[src/rtl/memp_pkg.sv]
`default_nettype none
// ============================================================================
// memp_pkg : shared encodings, head FSM states and buffer entry type for the
//            mem-prepare stage.            Revision 1.0
// ============================================================================
package memp_pkg;

  localparam logic [2:0] CTRL_NONE = 3'd0;
  localparam logic [2:0] LB  = 3'd1;
  localparam logic [2:0] LH  = 3'd2;
  localparam logic [2:0] LW  = 3'd3;
  localparam logic [2:0] LD  = 3'd4;
  localparam logic [2:0] LBU = 3'd5;
  localparam logic [2:0] LHU = 3'd6;
  localparam logic [2:0] LWU = 3'd7;
  localparam logic [2:0] SB  = 3'd1;
  localparam logic [2:0] SH  = 3'd2;
  localparam logic [2:0] SW  = 3'd3;
  localparam logic [2:0] SD  = 3'd4;

  typedef enum logic [0:0] {
    HS_REQ  = 1'b0,
    HS_DONE = 1'b1
  } head_state_t;

  // Width-independent per-op control; XLEN-wide payload lives beside it in the top.
  typedef struct packed {
    logic [2:0] rd_ctrl;
    logic [2:0] wr_ctrl;
    logic       rf_wr_en;
    logic [1:0] rf_wr_sel;
    logic [4:0] rd;
    logic       misalign;
    logic       fault;
  } entry_t;

  function automatic logic [3:0] size_of(input logic [2:0] ctrl);
    case (ctrl)
      LB, LBU: size_of = 4'd1;
      LH, LHU: size_of = 4'd2;
      LW, LWU: size_of = 4'd4;
      LD:      size_of = 4'd8;
      default: size_of = 4'd0;
    endcase
  endfunction

endpackage
`default_nettype wire

[src/rtl/memp_region_decode.sv]
`default_nettype none
// ============================================================================
// memp_region_decode : region select, alignment/fault checks, byte strobes
//                      and lane-shifted store data for one op. Revision 1.0
// ============================================================================
module memp_region_decode
  import memp_pkg::*;
#(
  parameter int                        XLEN     = 64,
  parameter int                        NUM_TGT  = 2,
  parameter logic [NUM_TGT*XLEN-1:0]   TGT_BASE = '0,
  parameter logic [NUM_TGT*XLEN-1:0]   TGT_MASK = '0
) (
  input  logic [XLEN-1:0]    addr,
  input  logic [2:0]         rd_ctrl,
  input  logic [2:0]         wr_ctrl,
  input  logic [XLEN-1:0]    wdata_in,
  output logic [NUM_TGT-1:0] sel,
  output logic               misalign,
  output logic               fault,
  output logic [XLEN/8-1:0]  wstrb,
  output logic [XLEN-1:0]    wdata_out
);

  localparam int NB   = XLEN / 8;
  localparam int OFFW = $clog2(NB);

  logic               is_st;
  logic               is_mem;
  logic [2:0]         ctrl;
  logic [3:0]         size;
  logic [OFFW-1:0]    off;
  logic [NB-1:0]      lane_mask;
  logic [2*NB-1:0]    strb_wide;
  logic               hit;
  logic [NUM_TGT-1:0] sel_raw;

  always_comb begin
    is_st  = |wr_ctrl;
    is_mem = is_st | (|rd_ctrl);
    // An op carrying both controls is handled as a store.
    ctrl   = is_st ? wr_ctrl : rd_ctrl;
    size   = size_of(ctrl);
    off    = addr[OFFW-1:0];

    misalign = is_mem && ((addr[3:0] & (size - 4'd1)) != 4'd0);

    lane_mask = '0;
    for (int i = 0; i < NB; i++) begin
      lane_mask[i] = (i < int'(size));
    end
    strb_wide = {{NB{1'b0}}, lane_mask} << off;
    wstrb     = is_st ? strb_wide[NB-1:0] : '0;
    wdata_out = wdata_in << {off, 3'b000};

    // Descending scan so the lowest matching window is the one kept.
    hit     = 1'b0;
    sel_raw = '0;
    for (int t = NUM_TGT - 1; t >= 0; t--) begin
      if ((addr & TGT_MASK[t*XLEN +: XLEN]) == TGT_BASE[t*XLEN +: XLEN]) begin
        hit        = 1'b1;
        sel_raw    = '0;
        sel_raw[t] = 1'b1;
      end
    end

    fault = is_mem && !hit;
    sel   = (is_mem && !misalign && hit) ? sel_raw : '0;
  end

endmodule
`default_nettype wire

[src/rtl/pipeline_memp_stage_mc.sv]
`default_nettype none
// ============================================================================
// pipeline_memp_stage_mc : EXA->MEMD mem-prepare stage with op buffer and
//                          per-op target request handshake. Revision 1.0
// ============================================================================
module pipeline_memp_stage_mc
  import memp_pkg::*;
#(
  parameter int                      XLEN     = 64,
  parameter int                      NUM_TGT  = 2,
  parameter int                      DEPTH    = 2,
  parameter logic [NUM_TGT*XLEN-1:0] TGT_BASE = {64'h0000_0000_8000_0000, 64'h0},
  parameter logic [NUM_TGT*XLEN-1:0] TGT_MASK = {64'hFFFF_FFFF_8000_0000, 64'hFFFF_FFFF_FFFF_0000}
) (
  input  logic                clk,
  input  logic                reset,
  input  logic                flush,
  input  logic                in_valid,
  output logic                in_ready,
  input  logic [XLEN-1:0]     pc_in,
  input  logic                rf_wr_en_in,
  input  logic [1:0]          rf_wr_sel_in,
  input  logic [XLEN-1:0]     addr_in,
  input  logic [2:0]          dm_rd_ctrl_in,
  input  logic [2:0]          dm_wr_ctrl_in,
  input  logic [XLEN-1:0]     wdata_in,
  input  logic [4:0]          rd_in,
  output logic [NUM_TGT-1:0]  tgt_req_valid,
  input  logic [NUM_TGT-1:0]  tgt_req_ready,
  output logic [XLEN-1:0]     tgt_addr,
  output logic [XLEN-1:0]     tgt_wdata,
  output logic [XLEN/8-1:0]   tgt_wstrb,
  output logic [2:0]          tgt_rd_ctrl,
  output logic [2:0]          tgt_wr_ctrl,
  output logic                out_valid,
  input  logic                out_ready,
  output logic [XLEN-1:0]     pc_out,
  output logic                rf_wr_en_out,
  output logic [1:0]          rf_wr_sel_out,
  output logic [4:0]          rd_out,
  output logic [XLEN-1:0]     alu_result_out,
  output logic [NUM_TGT-1:0]  tgt_sel_out,
  output logic                misalign_out,
  output logic                access_fault_out
);

  localparam int NB = XLEN / 8;
  localparam int PW = $clog2(DEPTH);
  localparam int CW = $clog2(DEPTH + 1);

  entry_t [DEPTH-1:0]                ent_q,   ent_d;
  logic   [DEPTH-1:0][XLEN-1:0]      pc_q,    pc_d;
  logic   [DEPTH-1:0][XLEN-1:0]      addr_q,  addr_d;
  logic   [DEPTH-1:0][XLEN-1:0]      wdata_q, wdata_d;
  logic   [DEPTH-1:0][NB-1:0]        wstrb_q, wstrb_d;
  logic   [DEPTH-1:0][NUM_TGT-1:0]   sel_q,   sel_d;
  logic   [PW-1:0]                   wr_ptr_q, wr_ptr_d;
  logic   [PW-1:0]                   rd_ptr_q, rd_ptr_d;
  logic   [CW-1:0]                   count_q,  count_d;
  head_state_t                       state_q,  state_d;

  logic [NUM_TGT-1:0] dec_sel;
  logic               dec_misalign;
  logic               dec_fault;
  logic [NB-1:0]      dec_wstrb;
  logic [XLEN-1:0]    dec_wdata;
  entry_t             new_ent;
  entry_t             head;
  logic [NUM_TGT-1:0] head_sel;
  logic               empty, full, push, pop, req_fire;

  memp_region_decode #(
    .XLEN     (XLEN),
    .NUM_TGT  (NUM_TGT),
    .TGT_BASE (TGT_BASE),
    .TGT_MASK (TGT_MASK)
  ) u_decode (
    .addr      (addr_in),
    .rd_ctrl   (dm_rd_ctrl_in),
    .wr_ctrl   (dm_wr_ctrl_in),
    .wdata_in  (wdata_in),
    .sel       (dec_sel),
    .misalign  (dec_misalign),
    .fault     (dec_fault),
    .wstrb     (dec_wstrb),
    .wdata_out (dec_wdata)
  );

  always_comb begin
    new_ent.rd_ctrl   = dm_rd_ctrl_in;
    new_ent.wr_ctrl   = dm_wr_ctrl_in;
    new_ent.rf_wr_en  = rf_wr_en_in;
    new_ent.rf_wr_sel = rf_wr_sel_in;
    new_ent.rd        = rd_in;
    new_ent.misalign  = dec_misalign;
    new_ent.fault     = dec_fault;
  end

  assign head     = ent_q[rd_ptr_q];
  assign head_sel = sel_q[rd_ptr_q];
  assign empty    = (count_q == '0);
  assign full     = (count_q == CW'(DEPTH));

  // A head with no target selected (non-mem or faulted) is presented to MEMD at once.
  assign tgt_req_valid = (!empty && state_q == HS_REQ) ? head_sel : '0;
  assign req_fire      = |(tgt_req_valid & tgt_req_ready);
  assign out_valid     = !empty && (state_q == HS_DONE || !(|head_sel));
  assign pop           = out_valid && out_ready;
  assign in_ready      = !full || pop;
  assign push          = in_valid && in_ready && !flush;

  always_comb begin
    ent_d    = ent_q;
    pc_d     = pc_q;
    addr_d   = addr_q;
    wdata_d  = wdata_q;
    wstrb_d  = wstrb_q;
    sel_d    = sel_q;
    wr_ptr_d = wr_ptr_q;
    rd_ptr_d = rd_ptr_q;
    state_d  = state_q;
    if (push) begin
      ent_d[wr_ptr_q]   = new_ent;
      pc_d[wr_ptr_q]    = pc_in;
      addr_d[wr_ptr_q]  = addr_in;
      wdata_d[wr_ptr_q] = dec_wdata;
      wstrb_d[wr_ptr_q] = dec_wstrb;
      sel_d[wr_ptr_q]   = dec_sel;
      wr_ptr_d          = wr_ptr_q + PW'(1);
    end
    if (pop) begin
      rd_ptr_d = rd_ptr_q + PW'(1);
    end
    count_d = count_q + CW'(push) - CW'(pop);
    if (!empty && state_q == HS_REQ && (!(|head_sel) || req_fire)) begin
      state_d = HS_DONE;
    end
    if (pop) begin
      state_d = HS_REQ;
    end
    if (flush) begin
      wr_ptr_d = '0;
      rd_ptr_d = '0;
      count_d  = '0;
      state_d  = HS_REQ;
    end
  end

  always_ff @(posedge clk) begin
    if (reset) begin
      ent_q    <= '0;
      pc_q     <= '0;
      addr_q   <= '0;
      wdata_q  <= '0;
      wstrb_q  <= '0;
      sel_q    <= '0;
      wr_ptr_q <= '0;
      rd_ptr_q <= '0;
      count_q  <= '0;
      state_q  <= HS_REQ;
    end else begin
      ent_q    <= ent_d;
      pc_q     <= pc_d;
      addr_q   <= addr_d;
      wdata_q  <= wdata_d;
      wstrb_q  <= wstrb_d;
      sel_q    <= sel_d;
      wr_ptr_q <= wr_ptr_d;
      rd_ptr_q <= rd_ptr_d;
      count_q  <= count_d;
      state_q  <= state_d;
    end
  end

  assign tgt_addr         = addr_q[rd_ptr_q];
  assign tgt_wdata        = wdata_q[rd_ptr_q];
  assign tgt_wstrb        = wstrb_q[rd_ptr_q];
  assign tgt_rd_ctrl      = head.rd_ctrl;
  assign tgt_wr_ctrl      = head.wr_ctrl;
  assign pc_out           = pc_q[rd_ptr_q];
  assign rf_wr_en_out     = head.rf_wr_en;
  assign rf_wr_sel_out    = head.rf_wr_sel;
  assign rd_out           = head.rd;
  assign alu_result_out   = addr_q[rd_ptr_q];
  assign tgt_sel_out      = head_sel;
  assign misalign_out     = head.misalign;
  assign access_fault_out = head.fault;

endmodule
`default_nettype wire

[config.mk]
export PLATFORM = sky130hd
export DESIGN_NAME = pipeline_memp_stage_mc
export DESIGN_NICKNAME = d
export VERILOG_FILES = /design/src/rtl/memp_pkg.sv /design/src/rtl/memp_region_decode.sv /design/src/rtl/pipeline_memp_stage_mc.sv
export SDC_FILE = /design/constraint.sdc
export NUM_CORES = 1
export LEC_CHECK = 0
export CORE_AREA = 2 2 192 194
export DETAILED_ROUTE_END_ITERATION = 12
export DIE_AREA = 0 0 194 196
export DONT_BUFFER_PORTS = 1
export PLACE_DENSITY = 0.76
export SYNTH_ARGS = -nofsm -noshare
export SYNTH_HDL_FRONTEND = slang
export SYNTH_SLANG_ARGS = --single-unit
[constraint.sdc]
create_clock -name clk -period 3.2 [get_ports clk]
set_clock_uncertainty 0.2 [all_clocks]
set_input_delay 0.32 -clock clk [delete_from_list [all_inputs] [get_ports clk]]
set_output_delay 0.32 -clock clk [all_outputs]
set_load 0.005 [all_outputs]
==> tab_implementation.tex <==
\begin{tabular}{lr}
\hline
Metric & Value \\
\hline
\multicolumn{2}{l}{\textbf{Power and ir drop}} \\
P\_sw & 3090 uW \\
Sequential cell fraction of total power & 46.1\% \\
Internal power & 9390 uW \\
Clock network fraction of total power & 42.8\% \\
Power density over the cells & 488 nW/um\^{}2 \\
Peak supply drop & 508 uV \\
Standby leakage power & 0.0101 uW \\
Proportion of power drawn by combinational gates & 11.1\% \\
Fraction of power spent switching nets & 24.8\% \\
\multicolumn{2}{l}{\textbf{Global route}} \\
Number of antenna violations at the first check in global routing & 0 \\
Met1 Use GR & 39.0\% \\
Most utilized layer in the global route result & met2 \\
Pin count of the biggest net entering global routing & about 290 \\
Total overflow reported by the global router & 0 \\
Vias in the first global route & around 20000 \\
Met3 track demand over resource in global routing & 10.2\% \\
Tot GR Track Use & 35.6\% \\
First-pass GRT wire length & 109 mm \\
GR Util met2 & 59.4\% \\
\multicolumn{2}{l}{\textbf{Worst setup path}} \\
Crit end category & register \\
Worst Path Arrival & approximately 3.4 ns \\
Critical path required time & 3.52 ns \\
Setup slack of the worst register-to-register path & 0.16 ns \\
Reg2reg path depth & 8 \\
WS Path Type & register to register \\
Worst-path maximum fanout & 73 \\
Kind of launch point of the worst setup path & register \\
\multicolumn{2}{l}{\textbf{CTS}} \\
Clock tree root driver cell & sky130\_fd\_sc\_hd\_\_clkbuf\_16 \\
Clock Pin Slew Worst Setup and Hold Paths & 0.06 ns \\
Clock Sink Count & 441 \\
TritonCTS clock tree & done \\
Maximum level of the CTS H-tree & 2 \\
Skew-Pair Late Insertion Delay & 0.57 ns \\
Largest buffer count on any clock path & 3 \\
Clock buffers created by TritonCTS & 46 \\
\multicolumn{2}{l}{\textbf{Layout}} \\
Count of inserted antenna diode cells & 0 \\
Area growth, synth to finish & 24.6\% \\
Final std cells w/o fill & 3266 \\
Share of post-route cells with drive strength above 1 & 12.4\% \\
Number of nets in the layout & 2985 \\
Total of fill cells in the finished design & 2494 \\
Non-Filler Cell Area, Final & 25600 um\^{}2 \\
\multicolumn{2}{l}{\textbf{Die}} \\
Number of rows in the core area & 70 \\
Boundary Pins & $\sim$500 \\
Effective utilization at floorplan & between 50\% and 60\% \\
Die boundary width & 194 um \\
Die Footprint & 38000 um\^{}2 \\
Chip height & 196 um \\
Core box area & 36100 um\^{}2 \\
\multicolumn{2}{l}{\textbf{Detailed routing}} \\
Initial DRC Count & 1432 \\
DRC & 0 \\
Total wire length & 70.7 mm \\
Via count & about 20000 \\
Avg Vias per Cell & approximately 6.1 \\
Detail Route Antenna Nets & 0 \\
Number of iterations in the first detailed-routing pass & 7 \\
Average wire length per cell after detail routing & about 22 um \\
\multicolumn{2}{l}{\textbf{STA}} \\
Max\_slew headroom & around 30\% \\
Unrepaired setup endpoints after global routing & false \\
Final worst-path cycle share & 95.0\% \\
Final TNS setup & 0 ns \\
Slew of the pin with the lowest slew margin & 1.04 ns \\
Period minus WS final & 3.04 ns \\
Hold violation total from the final report & 0 \\
Fmax & 329 MHz \\
Max-slew violations & 0 \\
Final count of negative-setup-slack endpoints & 0 \\
\multicolumn{2}{l}{\textbf{Logic synthesis}} \\
Number of storage elements in the synthesis netlist & 441 \\
Post-synth cell types & 52 \\
Post-synthesis instance area & approximately 20000 um\^{}2 \\
Avg Inst Size Synth & 7.96 um\^{}2 \\
Number of enable flip-flop cells after synthesis & 0 \\
Gate Count Post-Synth & 2580 \\
Syn Nets & 2801 \\
Number of synthesis warnings & 0 \\
Share of synthesized registers carrying an async set or reset & 0\% \\
Most used flip-flop cell after synthesis & sky130\_fd\_sc\_hd\_\_dfxtp\_1 \\
Sequential fraction of the synthesis area & 43.0\% \\
\multicolumn{2}{l}{\textbf{Min path}} \\
Number of cells on the worst hold path & 4 \\
Class of the tightest hold or removal check & input pin to register \\
\multicolumn{2}{l}{\textbf{Placed design}} \\
Number of cells after detailed placement & between 2000 and 3000 \\
Dpl cell area & about 20000 um\^{}2 \\
Port bufs & 0 \\
Sum of net half-perimeters after detailed placement & 37.9 mm \\
RD Place Congestion & 0.882 \\
\multicolumn{2}{l}{\textbf{Status}} \\
Run status & complete, no violations \\
\multicolumn{2}{l}{\textbf{Job}} \\
Max Cap Viol & 0 \\
\hline
\end{tabular}
[cell type report]
cell class	instances	area (um^2)	area share, %
Multi-Input combinational cell	1861	10400	40.8
Sequential cell	441	8830	34.5
Timing Repair Buffer	404	4180	16.4
Clock buffer	74	1420	5.54
Tap cell	468	586	2.29
Clock inverter	8	90.1	0.352
Inverter	10	37.5	0.147
[power by group through the flow]
stage / Combinational (uW) / Clock, uW / Sequential [uW]
after detailed placement: 997 / 0 / 5860
after global routing: 1480 / 5590 / 5760
final: 1390 / 5340 / 5750
after CTS: 1320 / 5380 / 5740
after global placement: 977 / 0 / 5850
after floorplan: 924 / 0 / 5840
[routing by layer]
layer	up-vias	wire length, um
met5	-	0
met4	0	5590
met3	356	6650
met2	1145	33500
met1	9349	25000
li1	8957	-
[flip-flops by register name (all words and copies together) (netlist names)]
signal / cells
addr_q: 128
count_q: 2
ent_q: 32
pc_q: 128
rd_ptr_q: 1
sel_q: 4
state_q: 1
wdata_q: 128
wr_ptr_q: 1
wstrb_q: 16
[what timing repair did]
| action | 4_1_cts | 5_1_grt |
|---|---|---|
| buffers inserted | 0 | 1 |
| hold buffers | 384 | 0 |
| gates resized for setup | 0 | 7 |
| endpoints found under the setup margin | 0 | 134 |
| endpoints found under the hold margin | 441 | 0 |
[cells in the final DEF (no fill, tap or decap), types with 39 or more instances in the layout]
| cell | netlist | final |
|---|---|---|
| sky130_fd_sc_hd__a21oi_1 | 386 | 386 |
| sky130_fd_sc_hd__clkbuf_16 | 0 | 48 |
| sky130_fd_sc_hd__dfxtp_1 | 441 | 440 |
| sky130_fd_sc_hd__dlygate4sd3_1 | 0 | 381 |
| sky130_fd_sc_hd__mux2_2 | 242 | 242 |
| sky130_fd_sc_hd__mux2i_1 | 64 | 64 |
| sky130_fd_sc_hd__nand2_1 | 749 | 749 |
| sky130_fd_sc_hd__nor2_1 | 165 | 164 |
| sky130_fd_sc_hd__nor3_1 | 58 | 57 |
| sky130_fd_sc_hd__o21ai_0 | 39 | 39 |
[logic make-up after synthesis]
kind of cell             synth area share [%]
flip-flops                               43.0
XOR/XNOR                                0.171
buffers and inverters                    6.48
adder cells (fa/ha/maj)                 0.488
AND/OR/NAND/NOR                          20.5
multiplexers                             16.4
AO/OA/AOI/OAI                            12.9
[critical path, cell delays in order (launching register included)]
cell                            delay [ns]
sky130_fd_sc_hd__dfxtp_4              0.36
sky130_fd_sc_hd__or3_4                0.42
sky130_fd_sc_hd__a31o_4               0.28
sky130_fd_sc_hd__a211oi_4             0.28
sky130_fd_sc_hd__buf_12               0.17
sky130_fd_sc_hd__buf_12               0.28
sky130_fd_sc_hd__nand3_1              0.15
sky130_fd_sc_hd__a21oi_1              0.16
sky130_fd_sc_hd__dlygate4sd3_1        0.58
[metrics by stage]
| step | power, uW | setup slack (ns) | util [%] | hold slack (ns) |
|---|---|---|---|---|
| after global routing | 12800 | 0.0485 | 70.9 | 0.0202 |
| final | 12500 | 0.160 | 70.9 | 0.0127 |
| after global placement | 6830 | 0.182 | 55.8 | 0.198 |
| after CTS | 12400 | 0.0304 | 70.7 | 0.00195 |
| after floorplan | 6760 | 0.0988 | - | 0.197 |
| after detailed placement | 6860 | 0.0787 | 55.8 | 0.206 |
[cells in the mapped netlist, types with 2 or more instances]
cell type,number,area share (%)
sky130_fd_sc_hd__nand2_1,749,14
sky130_fd_sc_hd__dfxtp_1,441,43
sky130_fd_sc_hd__a21oi_1,386,9.4
sky130_fd_sc_hd__mux2_2,242,13
sky130_fd_sc_hd__nor2_1,165,3.0
sky130_fd_sc_hd__clkbuf_1,153,2.8
sky130_fd_sc_hd__buf_4,64,2.3
sky130_fd_sc_hd__mux2i_1,64,3.1
sky130_fd_sc_hd__nor3_1,58,1.4
sky130_fd_sc_hd__o21ai_0,39,0.95
sky130_fd_sc_hd__buf_2,37,0.90
sky130_fd_sc_hd__nand3_1,22,0.54
sky130_fd_sc_hd__a211oi_1,17,0.62
sky130_fd_sc_hd__buf_1,14,0.26
sky130_fd_sc_hd__nor2b_1,14,0.43
sky130_fd_sc_hd__nor4_1,12,0.37
sky130_fd_sc_hd__inv_1,10,0.18
sky130_fd_sc_hd__o22ai_1,10,0.30
sky130_fd_sc_hd__ha_1,8,0.49
sky130_fd_sc_hd__o22a_1,8,0.34
sky130_fd_sc_hd__o2bb2ai_1,8,0.34
sky130_fd_sc_hd__nand2b_1,5,0.15
sky130_fd_sc_hd__nand3b_1,5,0.18
sky130_fd_sc_hd__nor3b_1,5,0.18
sky130_fd_sc_hd__and2_1,4,0.12
sky130_fd_sc_hd__a221oi_1,3,0.13
sky130_fd_sc_hd__a31oi_1,3,0.091
sky130_fd_sc_hd__nand4_1,3,0.091
sky130_fd_sc_hd__or2_2,3,0.091
sky130_fd_sc_hd__xor2_1,3,0.13
sky130_fd_sc_hd__a21o_1,2,0.073
sky130_fd_sc_hd__o211ai_1,2,0.073
sky130_fd_sc_hd__o31ai_1,2,0.073
[worst paths after layout]
path,from,end
max,rd_ptr_q,wdata_q[1]
min,wdata_in[4],wdata_q[12]
max reg2reg,rd_ptr_q,wdata_q[1]
min reg2reg,addr_q[124],addr_q[124]
Power figures use the tool's default switching activity.
